==> src/rtl/zion_bc_skid_dff_pkg.sv <==
// zion_bc_pkg: shared flow-control types for the basic circuit library
package zion_bc_pkg;
    typedef enum logic [1:0] {EMPTY, ONE, TWO} skid_state_e;
endpackage

==> src/rtl/zion_bc_skid_dff_if.sv <==
// zion_bc_skid_dff_if: valid/ready stream through the skid buffer, upstream and downstream sides
interface zion_bc_skid_dff_if #(parameter int WIDTH = 32);
    logic             i_vld;
    logic             i_rdy;
    logic [WIDTH-1:0] i_dat;
    logic             o_vld;
    logic             o_rdy;
    logic [WIDTH-1:0] o_dat;
    logic [1:0]       o_cnt;
    modport master (output i_vld, i_dat, o_rdy, input i_rdy, o_vld, o_dat, o_cnt);
    modport slave  (input i_vld, i_dat, o_rdy, output i_rdy, o_vld, o_dat, o_cnt);
endinterface

==> src/rtl/zion_bc_skid_dff_en_dff.sv <==
// zion_bc_en_dff: enabled register with synchronous active-high reset to INI_DATA
module zion_bc_en_dff #(
    parameter int             WIDTH    = 32,
    parameter logic [WIDTH-1:0] INI_DATA = '0
) (
    input  logic             clk,
    input  logic             rst,
    input  logic             en,
    input  logic [WIDTH-1:0] d,
    output logic [WIDTH-1:0] q
);
    always_ff @(posedge clk)
        if (rst) q <= INI_DATA;
        else if (en) q <= d;
endmodule

==> src/rtl/zion_bc_skid_dff.sv <==
// zion_bc_skid_dff: two-entry skid buffer, registered valid/ready stream with no o_rdy->i_rdy path
module zion_bc_skid_dff
    import zion_bc_pkg::*;
#(
    parameter int             WIDTH    = 32,
    parameter logic [WIDTH-1:0] INI_DATA = '0
) (
    input logic                  clk,
    input logic                  rst,
    input logic                  flush,
    zion_bc_skid_dff_if.slave    s
);
    skid_state_e      r_state, w_nxt;
    logic             w_in_fire, w_out_fire;
    logic             w_main_en, w_skid_en;
    logic [WIDTH-1:0] w_main_d, w_skid_d, w_main_q, w_skid_q;

    assign s.i_rdy    = ~rst & ~flush & (r_state != TWO);
    assign s.o_vld    = r_state != EMPTY;
    assign s.o_cnt    = r_state;
    assign s.o_dat    = w_main_q;
    assign w_in_fire  = s.i_vld & s.i_rdy;
    assign w_out_fire = s.o_vld & s.o_rdy;

    always_comb begin
        w_nxt = flush ? EMPTY :
                r_state == EMPTY ? (w_in_fire ? ONE : EMPTY) :
                r_state == ONE   ? ((w_in_fire & ~w_out_fire) ? TWO :
                                    (~w_in_fire & w_out_fire) ? EMPTY : ONE) :
                                   (w_out_fire ? ONE : TWO);
    end

    always_ff @(posedge clk)
        if (rst) r_state <= EMPTY;
        else r_state <= w_nxt;

    // flush reloads both registers with INI_DATA through the normal enable path
    assign w_main_en = flush | (r_state == EMPTY & w_in_fire) | (r_state == ONE & w_in_fire & w_out_fire)
                     | (r_state == TWO & w_out_fire);
    assign w_main_d  = flush ? INI_DATA : (r_state == TWO ? w_skid_q : s.i_dat);
    assign w_skid_en = flush | (r_state == ONE & w_in_fire & ~w_out_fire);
    assign w_skid_d  = flush ? INI_DATA : s.i_dat;

    zion_bc_en_dff #(.WIDTH(WIDTH), .INI_DATA(INI_DATA)) u_main (
        .clk(clk), .rst(rst), .en(w_main_en), .d(w_main_d), .q(w_main_q)
    );
    zion_bc_en_dff #(.WIDTH(WIDTH), .INI_DATA(INI_DATA)) u_skid (
        .clk(clk), .rst(rst), .en(w_skid_en), .d(w_skid_d), .q(w_skid_q)
    );
endmodule

==> src/flat_wrapper.sv <==
// flat-port wrapper written by rule: the top's interface ports become plain ports
module zion_bc_skid_dff_flat import zion_bc_pkg::*;
#(
    parameter int             WIDTH    = 32,
    parameter logic [WIDTH-1:0] INI_DATA = '0
)
  (clk, rst, flush, s_i_vld, s_i_dat, s_o_rdy, s_i_rdy, s_o_vld, s_o_dat, s_o_cnt);
  zion_bc_skid_dff_if #(.WIDTH(WIDTH)) s_i ();
  input logic clk;
  input logic rst;
  input logic flush;
  input wire logic [$bits(s_i.i_vld)-1:0] s_i_vld;
  input wire logic [$bits(s_i.i_dat)-1:0] s_i_dat;
  input wire logic [$bits(s_i.o_rdy)-1:0] s_o_rdy;
  output wire logic [$bits(s_i.i_rdy)-1:0] s_i_rdy;
  output wire logic [$bits(s_i.o_vld)-1:0] s_o_vld;
  output wire logic [$bits(s_i.o_dat)-1:0] s_o_dat;
  output wire logic [$bits(s_i.o_cnt)-1:0] s_o_cnt;
  assign s_i.i_vld = s_i_vld;
  assign s_i.i_dat = s_i_dat;
  assign s_i.o_rdy = s_o_rdy;
  assign s_i_rdy = s_i.i_rdy;
  assign s_o_vld = s_i.o_vld;
  assign s_o_dat = s_i.o_dat;
  assign s_o_cnt = s_i.o_cnt;
  zion_bc_skid_dff #(.WIDTH(WIDTH), .INI_DATA(INI_DATA)) u_core (.clk(clk), .rst(rst), .flush(flush), .s(s_i));
endmodule
==> config.mk <==
export PLATFORM = sky130hd
export DESIGN_NAME = zion_bc_skid_dff_flat
export DESIGN_NICKNAME = d
export VERILOG_FILES = /design/src/rtl/zion_bc_skid_dff_pkg.sv /design/src/rtl/zion_bc_skid_dff_if.sv /design/src/rtl/zion_bc_skid_dff_en_dff.sv /design/src/rtl/zion_bc_skid_dff.sv /design/src/flat_wrapper.sv
export SDC_FILE = /design/constraint.sdc
export NUM_CORES = 1
export LEC_CHECK = 0
export CAP_MARGIN = 30
export CORE_UTILIZATION = 25
export DETAILED_ROUTE_END_ITERATION = 7
export PLACE_DENSITY_LB_ADDON = 0.12
export SLEW_MARGIN = 10
export SYNTH_ARGS = -nofsm -noshare
export SYNTH_HDL_FRONTEND = slang
export SYNTH_SLANG_ARGS = --single-unit
==> constraint.sdc <==
create_clock -name clk -period 1.95 [get_ports clk]
set_input_delay 0.39 -clock clk [delete_from_list [all_inputs] [get_ports clk]]
set_output_delay 0.39 -clock clk [all_outputs]
set_load 0.05 [all_outputs]
**Word level (Yosys, flattened, before mapping)**

Index checks and enable logic that the tools add are counted.

- Equal/unequal tests: 3
- Bitwise gates (word level): 19
- Mux-type cells: 9
- Reduce and logical (&&, ||, !) cells: 3

Operator list:

| cell | number |
|---|---|
| 32-bit two-way mux | 3 |
| 1-bit bitwise AND | 11 |
| 2-bit two-way mux | 4 |
| 1-bit inverter | 4 |
| 1-bit bitwise OR | 4 |
| 2-bit by 1-bit == test with 1-bit output (second input constant) | 1 |
| 2-bit == test (second input constant) | 1 |
| 2-bit zero test | 1 |
| 1-bit two-way mux | 2 |
| 2-bit != test (second input constant) | 1 |
| 2-bit nonzero test | 1 |
| 2-bit OR reduction | 1 |

- Logic and storage cells: 37
- Bits in registers: 66
- Input port bits: 37
- Output and inout bits: 36

**Depth between registers and ports, before layout**

- Depth after elaboration: 10
- Depth in mapped cells: 8
- Mapped depth without buffers: 6

**By module**

A second synthesis with hierarchy kept.

- Cell total of the unflattened synthesis: 369
- Area total of the unflattened synthesis: 3181.8 sq um

Modules (own cells, without submodules):

| module | area an instance (sq um) | cells an instance | seq. area each (sq um) | times used |
|---|---|---|---|---|
| zion_bc_en_dff | 1163.6 | 103 | 640.6 | 2 |
| zion_bc_skid_dff | 854.6 | 163 | 40.0 | 1 |

**Worst setup path after synthesis**

No wires, ideal clock.

- Kind: register -> register
- Start: register u_core.r_state[0] (netlist: u_core.s.o_cnt[0])
- End: register u_core.r_state[0] (netlist: u_core.s.o_cnt[0])
- Setup time: 0.124 ns
- Period minus slack after synthesis: 2.584 ns
- Path slack: -0.634 ns
- Cell stages (with the launch flop): 9
- Data arrival time: 2.460 ns
- Required time: 1.826 ns
- Path through: dfxtp_1 -> nor2b_1 -> buf_2 -> clkbuf_1 -> nor2_1 -> and2_1 -> ha_1 -> mux2i_1 -> a211oi_1

- Word-level cells in the longest chain between the ends: 9
- Elaborated cells on any way between the ends: 17

RTL lines:

| element | line | RTL |
|---|---|---|
| start: declaration | zion_bc_skid_dff.sv:13 | `skid_state_e r_state, w_nxt;` |
| start signal: assignment | zion_bc_skid_dff.sv:35 | `else r_state <= w_nxt;` |
| 2-bit != test (*) | zion_bc_skid_dff.sv:18 | `assign s.i_rdy = ~rst & ~flush & (r_state != TWO);` |
| 1-bit bitwise AND (*) | zion_bc_skid_dff.sv:18 |  |
| via s_i_rdy | flat_wrapper.sv:15 | `output wire logic [$bits(s_i.i_rdy)-1:0] s_i_rdy;` |
| 1-bit bitwise AND (*) | zion_bc_skid_dff.sv:22 | `assign w_in_fire = s.i_vld & s.i_rdy;` |
| 1-bit inverter | zion_bc_skid_dff.sv:29 | `(~w_in_fire & w_out_fire) ? EMPTY : ONE) :` |
| 1-bit bitwise AND | zion_bc_skid_dff.sv:29 |  |
| 1-bit two-way mux | zion_bc_skid_dff.sv:29 |  |
| 2-bit two-way mux (2 in a row) | zion_bc_skid_dff.sv:28 | `r_state == ONE ? ((w_in_fire & ~w_out_fire) ? TWO :` |
| 2-bit two-way mux (*) | zion_bc_skid_dff.sv:27 | `r_state == EMPTY ? (w_in_fire ? ONE : EMPTY) :` |

Mark *: on every way through the listed nets, which the timed path passes. The rest lies on a longest branch.
A chain may end at the register's enable or synchronous reset.

**Worst setup path after layout**

- Start: register u_core.u_main.q[1]
- End: output s_o_dat[1]

RTL lines:

| element | line | RTL |
|---|---|---|
| start: declaration | zion_bc_skid_dff_en_dff.sv:10 | `output logic [WIDTH-1:0] q` |
| start signal: assignment | zion_bc_skid_dff_en_dff.sv:13 | `if (rst) q <= INI_DATA;` |
| start signal: assignment | zion_bc_skid_dff_en_dff.sv:14 | `else if (en) q <= d;` |
| end: declaration | flat_wrapper.sv:17 | `output wire logic [$bits(s_i.o_dat)-1:0] s_o_dat;` |

No word-level cell between the ends.

==> results.py <==
metrics = {
    "clocking": {
        "h-tree-depth": 3,
        "clockRootBuffer": "clkbuf_8",
        "postCtsHoldBufs": 0,
        "insertion_delay_ps": 340,
        "clk_pin_slew_ps": 80,
        "clk_path_buf_depth": 2,
        "clock-sinks": 66,
        "cts_tree": "done",
        "post-cts-setup-buffers": 0,
        "cts_inserted_buffers": 9,
    },
    "pwr": {
        "power_mw": 3.27,
        "p_int_mw": 2.39,
        "p_comb_frac": 0.166,
        "p_leak_nw": 1.60,
        "swShare": 0.271,
        "p_clk_frac": 0.400,
        "powerDensity_nw_per_um2": 810,
        "p_seq_frac": 0.434,
        "netSwitchingPower_mw": 0.886,
        "ir_drop_uv": 319,
    },
    "worst_setup_path": {
        "reg2reg_slack_ps": 450,
        "crit_buf_inv": 1,
        "r2r_start": "u_core.s.o_cnt[1]",
        "timing.rr.end": "u_core.u_main.q[28]",
        "worst_path_largest_cell_delay_ps": 810,
        "cp_cell_sequence": "clkdlybuf4s50_1",
        "crit_fanout": 2,
        "worst-setup-path-type": "reg2out",
        "endpoint_kind": "output pin",
        "crit_arrival_ps": 1510,
        "crit_family": "buffers and inverters",
        "cp.required_ps": 1560,
        "crit_slowest_cell": "clkdlybuf4s50_1",
        "crit_path_start_kind": "flip-flop",
        "r2r.worst_path.cells": 5,
    },
    "routing": {
        "firstDrtPassIters": 4,
        "routed_wl_um": 7720,
        "wire_per_inst_um": 13.5,
        "drt_iter0_markers": 102,
        "viasPerCell": 4.57,
        "ant_nets": 0,
        "drc": 0,
        "num_vias": 2617,
    },
    "yosys": {
        "yosys.area.top_type": "dfxtp_1",
        "netlist_instances": 345,
        "synth.top_cell.area_share": 0.481,
        "synth_area_um2": 2750,
        "ys_ff_latch": 66,
        "ys.flop_type": "dfxtp_1",
        "ys_async_sr_fraction": 0,
        "yosysSeqAreaShare": 0.481,
        "netlist_top_cells_area": "dfxtp_1 48%, nand2_1 18%, a21oi_1 12%, o22a_1 8.9%, buf_2 2.2%",
        "ys_warn_count": 0,
        "synthTopCellsByCount": "134 x nand2_1, 66 x dfxtp_1, 65 x a21oi_1, 28 x o22a_1, 12 x buf_2",
        "yosysMostFrequentCell": "nand2_1",
        "ys_types": 25,
        "synth-edff-count": 0,
        "synth_nets": 383,
        "syn_avg_cell_area_um2": 7.96,
    },
    "cells_and_area": {
        "seqCellArea_um2": 1320,
        "nets": 470,
        "final_area_um2": 4040,
        "fin_cells": 573,
        "antennaDiodeCount": 0,
        "drive_gt1_frac": 0.137,
        "syn_to_final_growth_pct": 47.1,
        "multiInputGateArea_um2": 1290,
        "nFillCells": 1087,
    },
    "sta": {
        "slew_violations": 0,
        "rsz0062_at_grt": "false",
        "finalHoldViolCount": 0,
        "finClkSkew_ps": 7.41,
        "finalSetupViolations": 0,
        "worstMarginPinSlew_ps": 510,
        "fin_crit_ps": 1900,
        "max_freq_mhz": 526,
        "final.period_utilization": 0.975,
        "relSlewSlack": 0.659,
    },
    "placement": {
        "placed_cells": 557,
        "placed_cell_area_um2": 3810,
        "dpl.hpwl_um": 5140,
        "gp_congestion": 0.724,
        "port_buffers": 72,
    },
    "floorplan": {
        "die-width_um": 107,
        "core_area_um2": 10500,
        "die_area_um2": 11400,
        "pin_count": 73,
        "start_util": 0.261,
        "die_h_um": 107,
        "core.rowCount": 37,
    },
    "grt": {
        "grt_pass1_wl_um": 13300,
        "gr-total-overflow": 0,
        "grtUsageTotal": 0.149,
        "antenna_found_initial": 0,
        "grt_max_degree": 33,
        "grt_pass1_vias": 2734,
    },
    "worst_hold_path": {
        "hold_path_startpoint": "u_core.u_main.q[30]",
        "hold_end": "u_core.u_main.q[30]",
        "hp-class": "reg2reg",
        "hold-path-cell-count": 2,
    },
    "run": {
        "drv_cap": 0,
    },
    "outcome": {
        "status": "complete, no violations",
    },
}
[metrics by stage]
| step | setup TNS (ps) | setup slack (ps) | hold slack (ps) | utilization |
|---|---|---|---|---|
| 2_1_floorplan | 0 | 11.0 | 437 | - |
| 3_3_place_gp | -4820 | -123 | 441 | 0.362 |
| 3_5_place_dp | -5720 | -150 | 446 | 0.362 |
| 4_1_cts | 0 | 3.71 | 458 | 0.384 |
| 5_1_grt | 0 | 1.29 | 480 | 0.384 |
| 6_report | 0 | 49.4 | 455 | 0.384 |
[cells in the final DEF, fill, tap and decap left out, types with 2 or more instances in the layout]
cell type / instances
a21oi_1: 65
clkinv_4: 2
buf_4: 30
bufinv_16: 2
dfxtp_1: 64
clkdlybuf4s50_1: 64
o22a_1: 28
nor2_1: 2
nand2b_1: 3
inv_1: 2
dlymetal6s2s_1: 2
a211o_1: 4
buf_12: 6
nand2_1: 134
dfxtp_2: 2
clkbuf_8: 10
[layer usage]
metal	global-route usage	vias to the layer above	part of all wire
met5	0	-	0
met2	0.241	49	0.47
met4	0.0675	0	0.013
met1	0.191	1224	0.48
li1	-	1336	-
met3	0.0298	8	0.038
[sequential cells by signal, indices dropped and copies added, names as in the netlist]
signal	cells
u_core.s.o_cnt	2
u_core.u_main.q	32
u_core.u_skid.q	32
[power groups by stage]
stage / registers [mW] / logic (mW) / clock network (mW)
5_1_grt: 1.43 / 0.580 / 1.41
3_5_place_dp: 1.45 / 0.549 / 0
2_1_floorplan: 1.61 / 0.139 / 0
3_3_place_gp: 1.45 / 0.548 / 0
4_1_cts: 1.42 / 0.551 / 1.35
6_report: 1.42 / 0.544 / 1.31
[cell families (layout without fill, tap and decap cells)]
logic type / after synthesis / after routing / synth area share
and+or+nand+nor: 147 / 147 / 0.211
AOI/OAI and AO/OA: 101 / 101 / 0.242
DFF: 66 / 66 / 0.481
buffers and inverters: 29 / 121 / 0.0574
adders and majority gates: 1 / 1 / 0.00456
muxes: 1 / 1 / 0.00364
[worst max-delay path by stage]
stage | startpoint | cells after the start | to | slack, ps
final | u_core.u_main.q[1] | 1 | s_o_dat[1] | 50
after global routing | u_core.u_main.q[6] | 1 | s_o_dat[6] | 1
after CTS | u_core.u_main.q[0] | 1 | s_o_dat[0] | 4
after detailed placement | rst | 8 | u_core.s.o_cnt[0] | -150
after global placement | rst | 8 | u_core.s.o_cnt[0] | -120
after floorplan | u_core.s.o_cnt[1] | 8 | u_core.s.o_cnt[0] | 10
[repair_timing]
action                                  in CTS  in global routing
endpoints found under the setup margin       1                  2
pin swaps                                    1                  1
gates resized for setup                      2                  2
endpoints found under the hold margin        0                  0
[layout make-up]
type                       count  area share
clock inverter                 6      0.0223
tap                          136      0.0421
sequential                    66       0.328
multi-input combinational    250       0.320
clock buffer                  10      0.0341
inverter                       2     0.00186
timing repair buffer         103       0.252
Note: power is estimated with default switching activity, not from simulation.
